==> src/rtl/spi_master_multi.sv <==
// SPI master with a configurable word width and chip-select count, per-transfer CPOL/CPHA and bit order,
// and chip-select hold across words so that multi-word flash commands run under one continuous CS.
module spi_master_multi #(
  parameter int DATA_W  = 8,
  parameter int NUM_CS  = 2,
  parameter int CLK_DIV = 4,
  localparam int CS_W   = (NUM_CS > 1) ? $clog2(NUM_CS) : 1
) (
  input  logic              clk,
  input  logic              rstn,
  input  logic              start,
  input  logic [DATA_W-1:0] tx_data,
  input  logic [CS_W-1:0]   cs_sel,
  input  logic              hold_cs,
  input  logic              cpol,
  input  logic              cpha,
  input  logic              lsb_first,
  output logic              busy,
  output logic              done,
  output logic [DATA_W-1:0] rx_data,
  output logic              spi_clk,
  output logic              spi_out,
  input  logic              spi_in,
  output logic [NUM_CS-1:0] spi_cs_n
);
  localparam int CNT_W = $clog2(CLK_DIV) + 1;
  localparam int EW    = $clog2(2 * DATA_W) + 1;
  localparam logic [CNT_W-1:0] RELOAD    = CNT_W'(CLK_DIV - 1);
  localparam logic [EW-1:0]    LAST_EDGE = EW'(2 * DATA_W - 1);

  typedef enum logic [2:0] {IDLE, SETUP, XFER, TAIL, DESEL, HELD, REL} state_t;

  state_t              state_q, state_d;
  logic [CNT_W-1:0]    cnt_q, cnt_d;
  logic [EW-1:0]       edge_q, edge_d;
  logic [DATA_W-1:0]   sh_q, sh_d, rs_q, rs_d, rx_q, rx_d;
  logic [CS_W-1:0]     sel_q, sel_d;
  logic                hold_q, hold_d, cpol_q, cpol_d, cpha_q, cpha_d, lsb_q, lsb_d;
  logic                spi_clk_q, spi_clk_d, spi_out_q, spi_out_d;
  logic                busy_q, busy_d, done_q, done_d;
  logic [NUM_CS-1:0]   cs_n_q, cs_n_d;
  logic                tick, lead, load, cs_on;

  function automatic logic out_bit(input logic [DATA_W-1:0] w, input logic lsb);
    return lsb ? w[0] : w[DATA_W-1];
  endfunction

  function automatic logic [DATA_W-1:0] tx_shift(input logic [DATA_W-1:0] w, input logic lsb);
    return lsb ? {1'b0, w[DATA_W-1:1]} : {w[DATA_W-2:0], 1'b0};
  endfunction

  function automatic logic [DATA_W-1:0] rx_shift(input logic [DATA_W-1:0] w, input logic b,
                                                 input logic lsb);
    return lsb ? {b, w[DATA_W-1:1]} : {w[DATA_W-2:0], b};
  endfunction

  // Next-state, divider, shift and pad logic.
  always_comb begin
    state_d   = state_q;
    edge_d    = edge_q;
    sh_d      = sh_q;
    rs_d      = rs_q;
    sel_d     = sel_q;
    hold_d    = hold_q;
    cpol_d    = cpol_q;
    cpha_d    = cpha_q;
    lsb_d     = lsb_q;
    spi_clk_d = spi_clk_q;
    spi_out_d = spi_out_q;
    done_d    = 1'b0;
    rx_d      = rx_q;
    lead      = 1'b0;
    load      = 1'b0;
    tick      = (cnt_q == {CNT_W{1'b0}});
    case (state_q)
      IDLE: begin
        if (start) begin
          load      = 1'b1;
          spi_clk_d = cpol;
          state_d   = SETUP;
        end else begin
          spi_clk_d = cpol_q;
        end
      end
      SETUP: begin
        if (tick) begin
          edge_d  = {EW{1'b0}};
          state_d = XFER;
        end else begin
          state_d = SETUP;
        end
      end
      XFER: begin
        if (tick) begin
          spi_clk_d = ~spi_clk_q;
          edge_d    = edge_q + EW'(1);
          lead      = ~edge_q[0];
          // The final trailing edge in CPHA=0 has no next bit, so MOSI keeps the last one.
          if (lead ^ cpha_q) begin
            rs_d = rx_shift(rs_q, spi_in, lsb_q);
          end else if (edge_q != LAST_EDGE) begin
            spi_out_d = out_bit(sh_q, lsb_q);
            sh_d      = tx_shift(sh_q, lsb_q);
          end else begin
            spi_out_d = spi_out_q;
          end
          state_d = (edge_q == LAST_EDGE) ? TAIL : XFER;
        end else begin
          state_d = XFER;
        end
      end
      TAIL: begin
        if (tick && hold_q) begin
          state_d = HELD;
          done_d  = 1'b1;
          rx_d    = rs_q;
        end else if (tick) begin
          state_d = DESEL;
        end else begin
          state_d = TAIL;
        end
      end
      DESEL: begin
        if (tick) begin
          state_d = IDLE;
          done_d  = 1'b1;
          rx_d    = rs_q;
        end else begin
          state_d = DESEL;
        end
      end
      HELD: begin
        // A new target or clock polarity needs a deselect gap before the next word.
        if (start && ((cs_sel != sel_q) || (cpol != cpol_q))) begin
          load      = 1'b1;
          spi_clk_d = cpol;
          state_d   = REL;
        end else if (start) begin
          load    = 1'b1;
          edge_d  = {EW{1'b0}};
          state_d = XFER;
        end else begin
          state_d = HELD;
        end
      end
      REL: begin
        state_d = tick ? SETUP : REL;
      end
      default: begin
        state_d = IDLE;
      end
    endcase

    if (load) begin
      sel_d  = cs_sel;
      hold_d = hold_cs;
      cpol_d = cpol;
      cpha_d = cpha;
      lsb_d  = lsb_first;
      rs_d   = {DATA_W{1'b0}};
      if (!cpha) begin
        spi_out_d = out_bit(tx_data, lsb_first);
        sh_d      = tx_shift(tx_data, lsb_first);
      end else begin
        sh_d = tx_data;
      end
    end else begin
      sel_d = sel_q;
    end

    cnt_d  = (tick || (state_d != state_q)) ? RELOAD : (cnt_q - CNT_W'(1));
    busy_d = !((state_d == IDLE) || (state_d == HELD));
    cs_on  = (state_d == SETUP) || (state_d == XFER) || (state_d == TAIL) || (state_d == HELD);
    for (int i = 0; i < NUM_CS; i++) begin
      cs_n_d[i] = !(cs_on && (sel_d == CS_W'(i)));
    end
  end

  // State and output registers.
  always_ff @(posedge clk or negedge rstn) begin
    if (!rstn) begin
      state_q   <= IDLE;
      cnt_q     <= RELOAD;
      edge_q    <= {EW{1'b0}};
      sh_q      <= {DATA_W{1'b0}};
      rs_q      <= {DATA_W{1'b0}};
      rx_q      <= {DATA_W{1'b0}};
      sel_q     <= {CS_W{1'b0}};
      hold_q    <= 1'b0;
      cpol_q    <= 1'b0;
      cpha_q    <= 1'b0;
      lsb_q     <= 1'b0;
      spi_clk_q <= 1'b0;
      spi_out_q <= 1'b0;
      busy_q    <= 1'b0;
      done_q    <= 1'b0;
      cs_n_q    <= {NUM_CS{1'b1}};
    end else begin
      state_q   <= state_d;
      cnt_q     <= cnt_d;
      edge_q    <= edge_d;
      sh_q      <= sh_d;
      rs_q      <= rs_d;
      rx_q      <= rx_d;
      sel_q     <= sel_d;
      hold_q    <= hold_d;
      cpol_q    <= cpol_d;
      cpha_q    <= cpha_d;
      lsb_q     <= lsb_d;
      spi_clk_q <= spi_clk_d;
      spi_out_q <= spi_out_d;
      busy_q    <= busy_d;
      done_q    <= done_d;
      cs_n_q    <= cs_n_d;
    end
  end

  assign busy     = busy_q;
  assign done     = done_q;
  assign rx_data  = rx_q;
  assign spi_clk  = spi_clk_q;
  assign spi_out  = spi_out_q;
  assign spi_cs_n = cs_n_q;
endmodule

==> config.mk <==
export PLATFORM = sky130hd
export DESIGN_NAME = spi_master_multi
export DESIGN_NICKNAME = d
export VERILOG_FILES = /design/src/rtl/spi_master_multi.sv
export SDC_FILE = /design/constraint.sdc
export NUM_CORES = 1
export LEC_CHECK = 0
export ABC_AREA = 1
export CORE_ASPECT_RATIO = 0.9
export CORE_MARGIN = 2
export CORE_UTILIZATION = 27
export DETAILED_ROUTE_END_ITERATION = 12
export PLACE_DENSITY_LB_ADDON = 0.1
export SLEW_MARGIN = 20
export SYNTH_ARGS = -nofsm -noshare
export SYNTH_HDL_FRONTEND = slang
export SYNTH_SLANG_ARGS = --single-unit
==> constraint.sdc <==
create_clock -name clk -period 2.9 [get_ports clk]
set_clock_uncertainty 0.2 [all_clocks]
set_input_delay 0.29 -clock clk [delete_from_list [all_inputs] [get_ports clk]]
set_output_delay 0.29 -clock clk [all_outputs]
set_load 0.005 [all_outputs]
# Word-level counts from Yosys, hierarchy flattened
# Index checks and enable logic that the tools add are counted.
# W data, S select, Z words.
word_totals:
  ff_bits: 46
  in_bits: 17
  wordCells: 125
op_classes:
  addsub: 2
  n_eq_ne: 23
  muxes: 52
  n_bitwise: 4
  n_reduce_logical: 28
ops:
  columns: ["op", "count"]
  rows:
  - ["$mux W8", 15]
  - ["$mux W3", 8]
  - ["$pmux W3 S7", 1]
  - ["$mux W5", 4]
  - ["$mux W1", 18]
  - ["$ne A2 B2 Y1 const B", 8]
  - ["$pmux W8 S2", 1]
  - ["$pmux W5 S3", 1]
  - ["$eq A3 B2 Y1 const B", 4]
  - ["$eq A3 B3 Y1 const B", 4]
  - ["$reduce_bool A2 Y1", 5]
  - ["$logic_not A3 Y1", 3]
  - ["$reduce_and A3 Y1", 3]
  - ["$eq A3 B1 Y1 const B", 2]
  - ["$logic_or A1 B1 Y1", 6]
  - ["$reduce_bool A3 Y1", 2]
  - ["$add A5 B1 Y5 const B", 1]
  - ["$eq A5 B4 Y1 const B", 1]
  - ["$ne A5 B4 Y1 const B", 1]
  - ["$reduce_and A5 Y1", 1]
  - ["$logic_and A1 B1 Y1", 4]
  - ["$pmux W1 S2", 2]
  - ["$reduce_and A4 Y1", 1]
  - ["$logic_not A1 Y1", 3]
  - ["other kinds (7)", 10]

# Longest topological paths before layout
# Gate-level depths: netlist of run 1.
logic_depth:
  ltp_word: 11
  depth_mapped: 13

# Worst setup path before layout of run 1
# Ideal clock, no wire load.
synth_path:
  path_kind: "reg2reg"
  from: "register cnt_q[0]"
  to: "register busy_q (netlist: busy)"
  arrival_time_ns: 1.716
  path_slack_ns: 0.857
  stages_incl_launch_ff: 13
  synth_period_minus_slack_ns: 2.043
  cell_sequence: "dfstp_2 inv_1 ha_1 ha_1 buf_2 inv_1 nand3_1 nand2_1 nor2_2 nand2_1 nand3_1 nand2_1 o21ai_0"
synth_between:
  elab_chain_cells: 7
  word_cells_on_any_way: 13
  cone_classes: "1 x eq/ne; 7 x mux; 5 x reduce/logical"
synth_lines:
  columns: ["element", "line", "rtl"]
  rows:
  - ["from (decl)", "34", "logic [CNT_W-1:0] cnt_q, cnt_d;"]
  - ["from (signal assigned)", "200", "cnt_q <= cnt_d;"]
  - ["$logic_not A3 Y1 *", "74", "tick = (cnt_q == {CNT_W{1'b0}});"]
  - ["$mux W3 / $logic_and A1 B1 Y1 (equally long branches)", "117, 113", null]
  - ["$mux W3", "113", "if (tick && hold_q) begin"]
  - ["$pmux W3 S7 *", "75", "case (state_q)"]
  - ["via state_d[0]", "33", "state_t state_q, state_d;"]
  - ["$eq A3 B3 Y1 / $logic_not A3 Y1 (equally long branches)", "172", "busy_d = !((state_d == IDLE) || (state_d == HELD));"]
  - ["$logic_or A1 B1 Y1 *", "172", null]
  - ["$logic_not A1 Y1 *", "172", null]
  - ["via busy_d", "40", "logic busy_q, busy_d, done_q, done_d;"]
  - ["to (signal assigned)", "212", "busy_q <= busy_d;"]
  - ["to (decl)", "40", null]
# Mark *: on every way through the listed nets, which the timed path passes. The rest lies on a longest branch.
# A chain may end at the register's enable or synchronous reset.

# Worst setup path in the final report of run 1
layout_path:
  from: "register state_q[2]"
  to: "register sh_q[6]"
layout_between:
  elab_chain_cells: 4
  word_cells_on_any_way: 10
  cone_classes: "3 x eq/ne; 2 x mux; 5 x reduce/logical"
layout_lines:
  columns: ["element", "line", "rtl"]
  rows:
  - ["from (decl)", "33", null]
  - ["from (signal assigned)", "199", "state_q <= state_d;"]
  - ["$eq A3 B3 Y1 / $logic_not A3 Y1 (equally long branches)", "75", null]
  - ["$pmux W1 S2", "75", null]
  - ["$ne A2 B2 Y1 (no source line) / $reduce_bool A2 Y1 (equally long branches)", null, null]
  - ["$reduce_and A4 Y1 (no source line)", null, null]
  - ["to (signal assigned)", "185", "sh_q <= {DATA_W{1'b0}};"]
  - ["to (decl)", "36", "logic [DATA_W-1:0] sh_q, sh_d, rs_q, rs_d, rx_q, rx_d;"]
# Several ways; a longest one is shown, not always the timed one.

==> results.yml, run 1 <==
clocking:
  cts_max_level: 2
  clkTransAtPathRegs_ps: 100
  clockBufferDepth: 2
  cts_made_buffers: 5
  post-cts-setup-buffer-count: 0
  root_buffer: "clkbuf_8"
  insertion_delay_ps: 310
  cts.sinks: 46
  cts_tree: "done"
sta:
  worst_pin_slew_ps: 530
  setup_violations: 0
  hold_viol: 0
  slew_headroom_pct: 64.7
  final.period_utilization_pct: 79.1
  slew_violations: 0
  fin_setup_tns_ps: 0
  min_period_ps: 2290
  rsz0062_at_grt: "false"
  max_freq_mhz: 436
  hold_slack_ps: 254
drt:
  num_vias: 2264
  post_drt_wl_per_cell_um: 11.9
  ant_nets: 0
  wirelength_mm: 5.96
  first_iter_violations: 80
  viasPerCell: 4.53
  drtPass1Iterations: 5
  drc: 0
floorplanning:
  start_util_pct: 27.5
  die_w_um: 108
  ioPinCount: 31
  rows: 34
  die_area_um2: 10600
  die_h_um: 97.9
  coreArea_um2: 9610
critical_path:
  crit_arrival_ps: 2270
  crit_fanout: 20
  reg2reg_to: "sh_q[6]"
  reg2reg_depth: 7
  r2r_slack_ps: 610
  start_kind: "flip-flop"
  crit_path_end_kind: "flip-flop"
  cp.required_ps: 2880
  crit_type: "reg -> reg"
  reg2reg_from: "state_q[2]"
layout:
  area_delta_synth_final_pct: 18.7
  layout-drive-gt1-share_pct: 11.2
  post-route-util_pct: 32.7
  fill_cells: 1067
  finish.net_count: 394
  diodes: 0
status:
  outcome: "complete, no violations"
synthesis:
  synth_area_um2: 2650
  synth-edff-count: 0
  yosys.area.top_type_share_pct: 39.7
  synthArstFlopShare_pct: 100
  yosysWarnings: 0
  synth_cell_types: 37
  synth_top_area_cell: "dfrtp_1"
  synth_most_common_cell: "nand2_1"
  yosys-top-cells-count: "nand2_1, dfrtp_1, inv_1, nor2_1, o21ai_0"
  avgSynthCellArea_um2: 7.67
  synth-main-ff-cell: "dfrtp_1"
  ys_top_cells_by_area: "dfrtp_1, nand2_1, o21ai_0"
  synth-seq-cells: 46
  ys_seq_area_share_pct: 43.7
  synth_fp_nets: 366
  netlist_instances: 345
global_routing:
  grt_pass1_wl_mm: 10.7
  grt_pass1_vias: 2234
  grt_usage_pct: 12.4
  grt_max_degree: 30
  antenna_found_initial: 0
  overflow: 0
hold_path:
  hp-class: "in -> async"
power:
  power_density_nw_per_um2: 878
  p_leak_nw: 1.47
  ir_worst_vdd_v: 0.000281
placement:
  io_buffers: 30
  place_congestion: 0.820
  place_hpwl_mm: 4.30
run:
  max-cap-violations: 0
-- sequential cells by signal, indices dropped and copies added, names as in the netlist, 2 cells and up --
| register | cells |
|---|---|
| rs_q | 8 |
| state_q | 3 |
| rx_data | 8 |
| cnt_q | 3 |
| spi_cs_n | 2 |
| sh_q | 8 |
| edge_q | 5 |
-- cells by family (layout without fill, tap and decap cells) --
kind of cell | count (synthesis) | in the layout | synth area share (%)
and+or+nand+nor | 165 | 165 | 27.8
AOI/OAI and AO/OA | 70 | 70 | 15.0
buffers and inverters | 56 | 85 | 10.1
DFF | 46 | 46 | 43.7
adders and majority gates | 4 | 4 | 1.89
muxes | 3 | 3 | 1.23
xor gates and xnor gates | 1 | 1 | 0.331
-- layout by cell type, fill, tap and decap left out, types with 2 or more instances in the layout --
cell type / count
nor2_1: 36
o21ai_0: 30
nand2_4: 2
a21oi_2: 2
dfrtp_1: 42
nand3_1: 22
nand2_1: 84
nand3_2: 2
mux2_2: 2
buf_4: 3
inv_2: 3
dfstp_2: 4
nor2_2: 3
nand4_1: 5
ha_1: 4
clkinv_2: 3
clkdlybuf4s50_1: 29
clkbuf_8: 5
o22ai_1: 8
a31oi_1: 3
nand2_2: 6
inv_1: 38
a21oi_1: 19
nor3_1: 2
o21ai_1: 2
-- final cells by class --
class | count | area, um2 | share of cell area [%]
clock buffer | 5 | 68.8 | 2.19
clock inverter | 3 | 43.8 | 1.39
inverter | 43 | 164 | 5.21
multi-input combinational | 243 | 1220 | 39.0
sequential | 46 | 1160 | 36.8
tap | 126 | 158 | 5.02
timing repair buffer | 34 | 328 | 10.4
-- how the worst max path moves through the flow --
stage               slack, ps          end        from  depth (start not counted)
floorplan                 860         busy    cnt_q[0]                         12
global placement          590      sh_q[7]       start                          8
detailed placement        590      sh_q[1]       start                          7
CTS                       630      sh_q[6]  state_q[2]                          7
global route              390  spi_cs_n[0]    cnt_q[0]                         11
finish                    610      sh_q[6]  state_q[2]                          7
-- what timing repair did --
item	in CTS	in global routing
resized for setup	0	0
hold buffers	1	0
hold endpoints to repair	15	0
-- metal layers --
layer | wire (um) | track usage [%] | part of all wire (%) | up-vias
met5 | 0 | 0 | 0 | -
met4 | 56 | 3.75 | 0.94 | 0
met3 | 196 | 2.34 | 3.3 | 4
met2 | 2790 | 19.4 | 47 | 41
met1 | 2920 | 17.4 | 49 | 1049
li1 | - | - | - | 1170
-- report_power, final --
part	total (mW)	internal [mW]	leakage [nW]	switching [mW]
registers	1.07	0.868	0.588	0.202
clock network	0.501	0.259	0.0585	0.242
logic	1.19	0.493	0.825	0.694
total	2.76	1.62	1.47	1.14
-- stage by stage --
stage	std cells	power, mW	worst slack (ps)	cell area [um2]
CTS	500	2.80	628	3140
finish	500	2.76	606	3140
floorplan	345	1.95	857	2650
global placement	491	2.29	585	3020
detailed placement	491	2.28	587	3020
global route	500	3.04	388	3140
-- worst max-delay path, stage by stage, from the launching register on --
cell and delay, ps:
dfrtp_1 690, inv_1 230, nand3_2 150, nand2_2 260, inv_2 300, nand2_4 150, nand2_1 90, o21ai_0 80
No activity file was read; power rests on OpenSTA's default activity.
==> run 2: changes to the inputs <==
clock period = 2.18 ns   (was 2.9 ns; I/O delays follow)
==> results.yml, run 2 (synthesized netlist as in run 1, its figures left out) <==
layout:
  regArea_um2: 1160
  fin_area_um2: 3220
  diodes: 0
  mostFrequentLayoutCells: "nand2_1, dfrtp_1, inv_1"
  multi_input_area_um2: 1230
  fill_cells: 1072
  layout-drive-gt1-share_pct: 15.1
  post-route-util_pct: 33.4
  area_delta_synth_final_pct: 21.5
  final_common_cell: "nand2_1"
  finish.net_count: 405
sta:
  final.period_utilization_pct: 93.9
  slew_violations: 0
  max_freq_mhz: 489
  rsz0062_at_grt: "false"
  hold_slack_ps: 264
  hold_viol: 0
  min_period_ps: 2050
  worst_pin_slew_ps: 622
  setup_violations: 0
  fin_setup_tns_ps: 0
  slew_headroom_pct: 58.5
critical_path:
  cp.required_ps: 2200
  crit_fanout: 7
  crit_path_end_kind: "flip-flop"
  path_cells: "inv_1, ha_1, ha_2, buf_4, nor3_1, nor2_1, nand3_1, inv_1, nor2_2, nand3_1"
  crit_slowest_cell: "dfstp_2"
  critPathBufInv: 3
  crit_arrival_ps: 2070
  start_kind: "flip-flop"
  crit_type: "reg -> reg"
  critical_path.top_delay_family: "simple AND/OR/NAND/NOR gates"
  critPathMaxStageDelay_ps: 540
global_routing:
  grt.met2_usage_pct: 20.2
  grt_pass1_wl_mm: 10.6
  grt_pass1_vias: 2268
  antenna_found_initial: 0
  overflow: 0
  grt-busiest-layer: "met2"
  use_met3_pct: 2.80
  grt_usage_pct: 12.3
  grt_max_degree: 47
  grtUsageMet1_pct: 16.6
placement:
  place_area_um2: 3100
  place_congestion: 0.757
  io_buffers: 30
  place_hpwl_mm: 4.36
clocking:
  clockBufferDepth: 2
  cts.sinks: 46
  cts_tree: "done"
  insertion_delay_ps: 300
  cts_max_level: 2
  clkTransAtPathRegs_ps: 100
  root_buffer: "clkbuf_8"
  cts_made_buffers: 5
power:
  p_sw_share_pct: 42.0
  p_int_mw: 2.12
  p_seq_share_pct: 37.9
  p_sw_mw: 1.54
  p_leak_nw: 1.51
  finalPower_mw: 3.65
  combPwrFrac_pct: 47.0
  clkPwrFrac_pct: 15.2
  power_density_nw_per_um2: 1140
  ir_worst_vdd_v: 0.000430
status:
  outcome: "complete, no violations"
floorplanning:
  die_area_um2: 10600
  start_util_pct: 27.5
  die_w_um: 108
  coreArea_um2: 9610
  die_h_um: 97.9
  rows: 34
  ioPinCount: 31
hold_path:
  hp-class: "in -> reg"
drt:
  post_drt_wl_per_cell_um: 11.8
  ant_nets: 0
  drc: 0
  num_vias: 2304
  wirelength_mm: 6.01
  first_iter_violations: 73
  drtPass1Iterations: 4
  viasPerCell: 4.51
run:
  max-cap-violations: 0
## run 2: metal layers
layer,vias up,wire [um]
met2,43,2800
li1,1194,-
met1,1063,2950
met3,4,215
met5,-,0
met4,0,51
## run 2: final timing paths
| check | startpoint | slack, ps | to | cells after the start |
|---|---|---|---|---|
| min in group asynchronous | rstn | 320 | spi_clk | 3 |
| max in group asynchronous | rstn | 1010 | edge_q[4] | 3 |
| worst max-delay path | cnt_q[0] | 130 | cnt_q[0] | 10 |
| worst max register to register | cnt_q[0] | 130 | cnt_q[0] | 10 |
| worst min-delay path | hold_cs | 260 | hold_q | 3 |
| worst min register to register | cnt_q[0] | 280 | cnt_q[0] | 1 |
## run 2: cell type report
type / instances / share of cell area, %
multi-input cells: 243 / 38.4
flip-flops and latches: 46 / 36.0
repair buffers: 45 / 12.8
inverters: 43 / 5.10
well taps: 126 / 4.90
clock buffers: 5 / 2.14
clock inverters: 3 / 0.739
## run 2: timing repair
action,in CTS,in global routing
resized for setup,0,5
buffers inserted,0,0
endpoints found under the hold margin,42,0
endpoints found under the setup margin,0,6
hold buffers,1,0
## run 2: worst min-delay path: cells and delay by family
kind	cells	cell delay, ps
buffers and inverters	1	400
and+or+nand+nor	2	120
## run 2: power groups by stage
stage | Combinational (mW) | Clock [mW] | Sequential, mW
4_1_cts | 1.72 | 0.594 | 1.38
3_3_place_gp | 1.72 | 0 | 1.40
3_5_place_dp | 1.71 | 0 | 1.40
5_1_grt | 2.00 | 0.627 | 1.43
2_1_floorplan | 1.26 | 0 | 1.33
6_report | 1.72 | 0.554 | 1.38
## run 2: through the flow
step,std cells,setup slack [ps]
3_3_place_gp,502,116
4_1_cts,511,57.0
6_report,511,133
5_1_grt,511,12.9
3_5_place_dp,502,73.1
2_1_floorplan,345,137
==> run 3: changes to the inputs <==
CTS_CLUSTER_DIAMETER = 80   (was unset)
DONT_BUFFER_PORTS = 1   (was unset)
==> results.yml, run 3 (synthesized netlist as in run 1, its figures left out) <==
critical_path:
  critical_path.top_delay_family: "simple AND/OR/NAND/NOR gates"
  crit_slowest_cell: "dfstp_2"
  crit_arrival_ps: 2070
  critPathMaxStageDelay_ps: 540
  path_cells: "inv_1, ha_1, ha_2, buf_4, nor3_2, nor2_2, nand3_1, inv_1, nor2_2, nand3_1"
  crit_fanout: 7
  cp.required_ps: 2210
  critPathBufInv: 3
  start_kind: "flip-flop"
  crit_type: "reg -> reg"
  crit_path_end_kind: "flip-flop"
floorplanning:
  ioPinCount: 31
  start_util_pct: 27.5
  die_area_um2: 10600
  coreArea_um2: 9610
  die_w_um: 108
  rows: 34
  die_h_um: 97.9
sta:
  final.period_utilization_pct: 93.7
  worst_pin_slew_ps: 382
  fin_setup_tns_ps: 0
  hold_slack_ps: 5.39
  max_freq_mhz: 490
  min_period_ps: 2040
  layout_setup_ws_ps: 138
  slew_violations: 0
  setup_violations: 0
  slew_headroom_pct: 74.5
  hold_viol: 0
power:
  finalPower_mw: 3.50
  p_leak_nw: 1.46
  ir_worst_vdd_v: 0.000366
  power_density_nw_per_um2: 1150
global_routing:
  grt_usage_pct: 13.1
  overflow: 0
  grt_pass1_wl_mm: 11.1
  grt_max_degree: 47
  antenna_found_initial: 0
  grt_pass1_vias: 2314
layout:
  stdcell_count: 491
  post-route-util_pct: 31.7
  final_common_cell: "nand2_1"
  fin_area_um2: 3050
  diodes: 0
  mostFrequentLayoutCells: "nand2_1, dfrtp_1, inv_1"
  layout-drive-gt1-share_pct: 16.2
  finish.net_count: 385
  area_delta_synth_final_pct: 15.3
drt:
  first_iter_violations: 54
  drtPass1Iterations: 4
  num_vias: 2196
  post_drt_wl_per_cell_um: 12.7
  drc: 0
  viasPerCell: 4.47
  ant_nets: 0
  wirelength_mm: 6.24
placement:
  place_congestion: 0.812
  dp.cells: 471
  place_hpwl_mm: 4.33
  place_area_um2: 2800
  place_ws_ps: 71.4
  io_buffers: 0
clocking:
  cts_max_level: 2
  clkTransAtPathRegs_ps: 90
  clockBufferDepth: 2
  cts.sinks: 46
  insertion_delay_ps: 310
  cts_tree: "done"
  cts_made_buffers: 5
  root_buffer: "clkbuf_8"
run:
  max-cap-violations: 0
hold_path:
  hp-class: "in -> reg"
status:
  outcome: "complete, no violations"
run 3: report_power, final:
part,internal (mW),switching (mW)
combinational,0.557,0.963
sequential,1.16,0.237
clock,0.263,0.322
total,1.98,1.52
run 3: worst reg2reg max path, delay by kind of cell (launching register included):
family	cells	cell delay, ps
adders and majority gates	2	400
and+or+nand+nor	5	570
DFF	1	540
buffers and inverters	3	270
run 3: final timing paths:
| kind | from | endpoint | slack [ps] | depth (start not counted) |
|---|---|---|---|---|
| min | tx_data[5] | sh_q[5] | 5 | 4 |
| max in group asynchronous | rstn | cnt_q[1] | 1270 | 2 |
| max reg2reg | cnt_q[0] | cnt_q[1] | 140 | 10 |
| min reg2reg | cnt_q[0] | cnt_q[0] | 280 | 1 |
| min in group asynchronous | rstn | spi_clk | 240 | 2 |
| max | cnt_q[0] | cnt_q[1] | 140 | 10 |
run 3: area by class of cell:
type | count | area (um2)
Tap cell | 126 | 158
Sequential cell | 46 | 1160
Timing Repair Buffer | 25 | 235
Fill cell | 1063 | 6560
Clock buffer | 7 | 86.3
Multi-Input combinational cell | 243 | 1240
Inverter | 43 | 164
Clock inverter | 1 | 8.76
run 3: routing by layer:
metal,track usage (%),part of all wire [%]
met4,3.85,1.1
met3,3.07,2.6
met1,17.5,50
met5,0,0
met2,21.1,47
run 3: repair_timing:
action                                 CTS  global route
hold buffers                            12             0
buffers inserted                         0             0
gates resized for setup                  0             8
setup endpoints to repair                0             6
endpoints found under the hold margin   59             0
